<file path="src/rtl/isdu_core.sv">
// Instruction sequencing and decode FSM: fetch, decode and a small instruction subset with pause support.
// Control outputs are registered and decoded from the state being entered, so they always match the current state.
module isdu_core (
    input  logic       Clk,
    input  logic       Reset,
    input  logic       Run,
    input  logic       Continue,
    input  logic [3:0] Opcode,
    input  logic       IR_5,
    input  logic       BEN,
    output logic       LD_MAR,
    output logic       LD_MDR,
    output logic       LD_IR,
    output logic       LD_BEN,
    output logic       LD_CC,
    output logic       LD_REG,
    output logic       LD_PC,
    output logic       LD_LED,
    output logic       GatePC,
    output logic       GateMDR,
    output logic       GateALU,
    output logic       GateMARMUX,
    output logic [1:0] PCMUX,
    output logic       ADDR1MUX,
    output logic [1:0] ADDR2MUX,
    output logic [1:0] ALUK,
    output logic       DRMUX,
    output logic       SR1MUX,
    output logic       SR2MUX,
    output logic       Mem_OE,
    output logic       Mem_WE
);

    typedef enum logic [3:0] {
        HALTED = 4'd0,
        S18    = 4'd1,
        S33_1  = 4'd2,
        S33_2  = 4'd3,
        S35    = 4'd4,
        S32    = 4'd5,
        S01    = 4'd6,
        S05    = 4'd7,
        S09    = 4'd8,
        S00    = 4'd9,
        S22    = 4'd10,
        S12    = 4'd11,
        PAUSE1 = 4'd12,
        PAUSE2 = 4'd13
    } state_t;

    typedef struct packed {
        logic       ld_mar;
        logic       ld_mdr;
        logic       ld_ir;
        logic       ld_ben;
        logic       ld_cc;
        logic       ld_reg;
        logic       ld_pc;
        logic       ld_led;
        logic       gate_pc;
        logic       gate_mdr;
        logic       gate_alu;
        logic       gate_marmux;
        logic [1:0] pcmux;
        logic       addr1mux;
        logic [1:0] addr2mux;
        logic [1:0] aluk;
        logic       drmux;
        logic       sr1mux;
        logic       sr2mux;
        logic       mem_oe;
        logic       mem_we;
    } ctrl_t;

    localparam ctrl_t CTRL_NONE = 24'h000000;

    state_t state_r;
    state_t next_state_s;
    ctrl_t  ctrl_r;
    ctrl_t  ctrl_s;

    // State and control-output registers; Reset wins over every other input.
    always_ff @(posedge Clk) begin
        if (Reset) begin
            state_r <= HALTED;
            ctrl_r  <= CTRL_NONE;
        end else begin
            state_r <= next_state_s;
            ctrl_r  <= ctrl_s;
        end
    end

    // Next-state selection.
    always_comb begin
        next_state_s = state_r;
        case (state_r)
            HALTED: begin
                if (Run) begin
                    next_state_s = S18;
                end else begin
                    next_state_s = HALTED;
                end
            end
            S18:   next_state_s = S33_1;
            S33_1: next_state_s = S33_2;
            S33_2: next_state_s = S35;
            S35:   next_state_s = S32;
            S32: begin
                case (Opcode)
                    4'b0001: next_state_s = S01;
                    4'b0101: next_state_s = S05;
                    4'b1001: next_state_s = S09;
                    4'b0000: next_state_s = S00;
                    4'b1100: next_state_s = S12;
                    4'b1101: next_state_s = PAUSE1;
                    default: next_state_s = S18;
                endcase
            end
            // BEN here is the value latched while in S32
            S00: begin
                if (BEN) begin
                    next_state_s = S22;
                end else begin
                    next_state_s = S18;
                end
            end
            S01, S05, S09, S22, S12: next_state_s = S18;
            PAUSE1: begin
                if (Continue) begin
                    next_state_s = PAUSE2;
                end else begin
                    next_state_s = PAUSE1;
                end
            end
            PAUSE2: begin
                if (Continue) begin
                    next_state_s = PAUSE2;
                end else begin
                    next_state_s = S18;
                end
            end
            default: next_state_s = HALTED;
        endcase
    end

    // Control decode for the state about to be entered.
    always_comb begin
        ctrl_s = CTRL_NONE;
        case (next_state_s)
            S18: begin
                ctrl_s.gate_pc = 1'b1;
                ctrl_s.ld_mar  = 1'b1;
                ctrl_s.pcmux   = 2'b00;
                ctrl_s.ld_pc   = 1'b1;
            end
            S33_1: ctrl_s.mem_oe = 1'b1;
            S33_2: begin
                ctrl_s.mem_oe = 1'b1;
                ctrl_s.ld_mdr = 1'b1;
            end
            S35: begin
                ctrl_s.gate_mdr = 1'b1;
                ctrl_s.ld_ir    = 1'b1;
            end
            S32: ctrl_s.ld_ben = 1'b1;
            S01, S05: begin
                ctrl_s.sr2mux   = IR_5;
                ctrl_s.aluk     = (next_state_s == S05) ? 2'b01 : 2'b00;
                ctrl_s.gate_alu = 1'b1;
                ctrl_s.ld_reg   = 1'b1;
                ctrl_s.ld_cc    = 1'b1;
            end
            S09: begin
                ctrl_s.aluk     = 2'b10;
                ctrl_s.gate_alu = 1'b1;
                ctrl_s.ld_reg   = 1'b1;
                ctrl_s.ld_cc    = 1'b1;
            end
            S22: begin
                ctrl_s.addr1mux = 1'b0;
                ctrl_s.addr2mux = 2'b10;
                ctrl_s.pcmux    = 2'b10;
                ctrl_s.ld_pc    = 1'b1;
            end
            S12: begin
                ctrl_s.addr1mux = 1'b1;
                ctrl_s.addr2mux = 2'b00;
                ctrl_s.pcmux    = 2'b10;
                ctrl_s.ld_pc    = 1'b1;
            end
            PAUSE1: ctrl_s.ld_led = 1'b1;
            default: ctrl_s = CTRL_NONE;
        endcase
    end

    assign LD_MAR     = ctrl_r.ld_mar;
    assign LD_MDR     = ctrl_r.ld_mdr;
    assign LD_IR      = ctrl_r.ld_ir;
    assign LD_BEN     = ctrl_r.ld_ben;
    assign LD_CC      = ctrl_r.ld_cc;
    assign LD_REG     = ctrl_r.ld_reg;
    assign LD_PC      = ctrl_r.ld_pc;
    assign LD_LED     = ctrl_r.ld_led;
    assign GatePC     = ctrl_r.gate_pc;
    assign GateMDR    = ctrl_r.gate_mdr;
    assign GateALU    = ctrl_r.gate_alu;
    assign GateMARMUX = ctrl_r.gate_marmux;
    assign PCMUX      = ctrl_r.pcmux;
    assign ADDR1MUX   = ctrl_r.addr1mux;
    assign ADDR2MUX   = ctrl_r.addr2mux;
    assign ALUK       = ctrl_r.aluk;
    assign DRMUX      = ctrl_r.drmux;
    assign SR1MUX     = ctrl_r.sr1mux;
    assign SR2MUX     = ctrl_r.sr2mux;
    assign Mem_OE     = ctrl_r.mem_oe;
    assign Mem_WE     = ctrl_r.mem_we;

endmodule
</file>
<file path="config.mk">
export PLATFORM = sky130hd
export DESIGN_NAME = isdu_core
export DESIGN_NICKNAME = d
export VERILOG_FILES = /design/src/rtl/isdu_core.sv
export SDC_FILE = /design/constraint.sdc
export NUM_CORES = 1
export LEC_CHECK = 0
export BUFFER_PORTS_ARGS = -buffer_cell sky130_fd_sc_hd__buf_2
export CAP_MARGIN = 10
export CORE_ASPECT_RATIO = 0.8
export CORE_MARGIN = 5
export CORE_UTILIZATION = 48
export DETAILED_ROUTE_END_ITERATION = 12
export PLACE_DENSITY = 0.74
export SLEW_MARGIN = 20
export SYNTH_ARGS = -nofsm -noshare
export SYNTH_HDL_FRONTEND = slang
export SYNTH_SLANG_ARGS = --single-unit
export TNS_END_PERCENT = 5
</file>
<file path="constraint.sdc">
create_clock -name Clk -period 1.86 [get_ports Clk]
set_input_delay 0.186 -clock Clk [delete_from_list [all_inputs] [get_ports Clk]]
set_output_delay 0.186 -clock Clk [all_outputs]
set_load 0.05 [all_outputs]
</file>
# == Yosys cells after proc, flatten, opt, wreduce, memory -nomap -nowiden ==
# Cells that the tools add are included.
# word_totals
regBits,26
in_bits,10
out_inout_bits,24
# classes
eq_ne,29
mux,19
bitwise,1
reduce_logical,9
# ops
operator,n
$eq 4x4->1 const B,13
$pmux 4 s10,1
$eq 4x3->1 const B,9
$pmux 4 s6,1
$eq 4x2->1 const B,4
$eq 4x1->1 const B,3
$mux 1,11
$logic_not 4->1,2
$mux 4,2
$reduce_or 2->1,4
$pmux 3 s2,1
$reduce_or 3->1,2
$reduce_or 5->1,1
$mux 2,2
$pmux 2 s2,1
$not 1->1,1

# == Depth between registers and ports, before layout ==
# depth
word_depth,7
depth_mapped,6
ltp_nobuf,5

# == Worst setup path after synthesis ==
# OpenSTA, ideal clock, no wires.
# synth_path
kind,flip-flop to flip-flop
from,reg state_r[3]
to,reg ctrl_r (netlist bit ALUK[1])
arrival_ps,1457
setup_slack_ps,304
path_stages_with_launch,6
path_buffers,1
synth_period_minus_slack_ps,1556
cell_sequence,dfxtp_1 -> buf_2 -> o41ai_1 -> a21boi_1 -> or2_4 -> a2111oi_4
# synth_between
elab_chain_cells,6
elab_cells_between_ends,21
cone_classes,eq/ne: 16; mux: 2; reduce/logical: 3
# synth_rtl
element,line,text
from (decl),77,state_t state_r;
from (signal assigned),88,state_r <= next_state_s;
$eq 4x3->1 or $eq 4x4->1 (tied branches),96,case (state_r)
$reduce_or 5->1,96,
$pmux 4 s10 *,96,
$eq 4x3->1,149,case (next_state_s)
$reduce_or 2->1,149,
$pmux 2 s2 *,149,
to (signal assigned),89,ctrl_r <= ctrl_s;
to (decl),79,ctrl_t ctrl_r;
# Mark *: on every way between the ends. The rest lies on a longest branch, timed or not.
# A chain may end at the register's enable or synchronous reset.

# == Worst setup path after layout ==
# layout_path
from,reg state_r[1]
to,reg ctrl_r (netlist bit LD_CC)
# layout_between
elab_chain_cells,6
elab_cells_between_ends,21
cone_classes,eq/ne: 16; mux: 2; reduce/logical: 3
# layout_rtl
element,line
$eq 4x3->1 or $eq 4x4->1 (tied branches),96
$reduce_or 5->1,96
$pmux 4 s10 *,96
$eq 4x3->1 or $eq 4x4->1 (tied branches),149
$reduce_or 3->1 (no source line) *,-
$mux 2 *,149
# Marked as above.

==> results.json <==
{
  "outcome": "completed",
  "largest_reg_flops": 4,
  "largest_register": "state_r",
  "switching_share_pct": 35.5,
  "pwr_density_cell_nw_per_um2": 867,
  "fillers": 181,
  "avgSynthCellArea_sq_um": 8.97,
  "async_flop_share_pct": 0,
  "row_count": 14,
  "p_leak_uw": 0.000487,
  "max-cap-violations": 0,
  "final_max_slew_viol_count": 0,
  "post-route-cell-area_sq_um": 1100,
  "synth_edf_count": 0,
  "ys_seq_area_share_pct": 36.5,
  "hold_viol": 0,
  "overflow": 0,
  "place.gp.congestion": 0.867,
  "die_h_microns": 50.6,
  "grtUsageTotal_pct": 13.9,
  "synthFlopType": "dfxtp_1",
  "setup_tns_ps": 0,
  "vias": 828,
  "cts_buffer_depth": 2,
  "clock_power_share_pct": 25.0,
  "cts_tree": "done",
  "synth_cell_types": 43,
  "routedWlPerCell_microns": 13.3,
  "h-tree-depth": 1,
  "post-place-ws_ps": 136,
  "period_needed_ps": 1690,
  "clock-sinks": 18,
  "fin_crit_sh_pct": 90.7,
  "hp-class": "primary input to register",
  "die-width_microns": 60.7,
  "ys_warn_count": 0,
  "worst_setup_path_start_kind": "register",
  "port-buffer-count": 27,
  "cts-resized-gates": 0,
  "final-setup-viol-count": 0,
  "wl_mm": 2.06,
  "syn_area_sq_um": 987,
  "layout-drive-gt1-share_pct": 33.6,
  "antenna_found_initial": 0,
  "crit_type": "register to register",
  "grt_max_degree": 11,
  "core_sq_um": 1930,
  "switching_power_uw": 340,
  "avgViaCountPerCell": 5.34,
  "path_clk_slew_ps": 100,
  "start_util_pct": 51.2,
  "peakVddDrop_mv": 0.579,
  "drt-initial-drc-count": 20,
  "final_core_util_pct": 57.3,
  "intPower_uw": 617,
  "setup_ws_ps": 174,
  "grt_pass1_wl_mm": 3.22,
  "cts_setup_buffers": 0,
  "crit_path_max_fanout": 7,
  "postSynthCellCount": 110,
  "ant_nets": 0,
  "clkLatencyLatePin_ps": 300,
  "max_freq_mhz": 593,
  "required_ps": 2060,
  "ios": 34,
  "end_kind": "register",
  "clock_skew_ps": 0.813,
  "first_global_vias": 731,
  "hpwl_mm": 1.61,
  "die_area_sq_um": 3070,
  "antennaDiodeCount": 0,
  "fin_hold_ws_ps": 90.6,
  "ys_ff_latch": 18,
  "p_comb_share_pct": 30.3,
  "drc": 0,
  "placed_area_sq_um": 1060,
  "final_net_count": 142,
  "seq_power_share_pct": 44.7,
  "cts_made_buffers": 3,
  "cp.arrival_ps": 1890,
  "syn_to_final_growth_pct": 11.8,
  "cts-root-buf": "clkbuf_4",
  "cts_hold_buf": 0,
  "firstDrtPassIters": 4
}
## Yosys cell counts (all sizes together) (4+ instances only)
cell type / number / area share, %
o21ai: 4 / 2.0
a21oi: 5 / 2.9
nor2b: 5 / 3.9
buf: 16 / 12
nor2: 11 / 4.2
inv: 4 / 1.5
dfxtp: 18 / 37
nand2: 6 / 2.3
and3: 4 / 2.5
## path summary, 6_finish.rpt
path	start	end	slack (ps)	cells after the start
worst max-delay path	state_r[1]$_SDFF_PP0_	LD_CC$_SDFF_PP0_	170	5
worst min-delay path	IR_5	SR2MUX$_SDFF_PP0_	90	3
worst max register to register	state_r[1]$_SDFF_PP0_	LD_CC$_SDFF_PP0_	170	5
worst min register to register	state_r[0]$_SDFF_PP0_	state_r[2]$_SDFF_PP0_	670	2
## per-layer routing
metal	GRT usage (%)	vias to the layer above	wire, microns
met2	21.4	28	917
met3	5.38	3	159
met1	18.2	379	959
met4	3.25	0	19
li1	-	418	-
met5	0	-	0
## layout by cell type (no fill, tap or decap), drive strengths merged, types with 2 or more instances in the layout
cell type,synthesis,final
inv,4,4
o41ai,2,2
a211oi,2,2
nand2,6,6
nor3,2,2
nor2,11,11
o21ai,4,4
clkbuf,0,4
nor2b,5,5
conb,1,6
a22o,2,2
and3,4,4
xnor2,2,2
nand2b,2,2
buf,16,28
dfxtp,18,18
o2111ai,2,2
or2,2,2
a21oi,5,5
nand3,2,2
a22oi,2,2
## power groups by stage
stage                     registers [uW]  clock network (uW)  logic [uW]
final                                427                 239         290
after floorplan                      474                   0         213
after global placement               434                   0         288
after detailed placement             435                   0         289
after global routing                 431                 274         312
after CTS                            427                 247         290
## per-stage QoR
stage | total power (uW) | cells
2_1_floorplan | 687 | 115
4_1_cts | 963 | 155
3_3_place_gp | 722 | 151
6_report | 957 | 155
3_5_place_dp | 724 | 151
5_1_grt | 1020 | 155
## final cells by class
type                    instances  area [sq um]  area share, %
clock buffers                   4          36.3           3.29
inverters                       4          15.0           1.36
multi-input cells              77           517           46.8
flip-flops and latches         18           363           32.9
well taps                      24          30.0           2.72
repair buffers                 28           143           12.9
## cell families after synthesis
group / Yosys count / synth area share, %
other: 1 / 0.380
XOR/XNOR: 2 / 1.77
buffers and inverters: 20 / 13.1
AND/OR/NAND/NOR: 38 / 21.4
AO/OA/AOI/OAI: 31 / 26.9
flip-flops: 18 / 36.5
## critical path: stages (launching register included)
cell	delay, ps
dfxtp_1	420
nor4b_2	380
o2111ai_1	240
a21oi_2	270
o211ai_1	190
o41ai_2	90
Power figures use the tool's default switching activity.
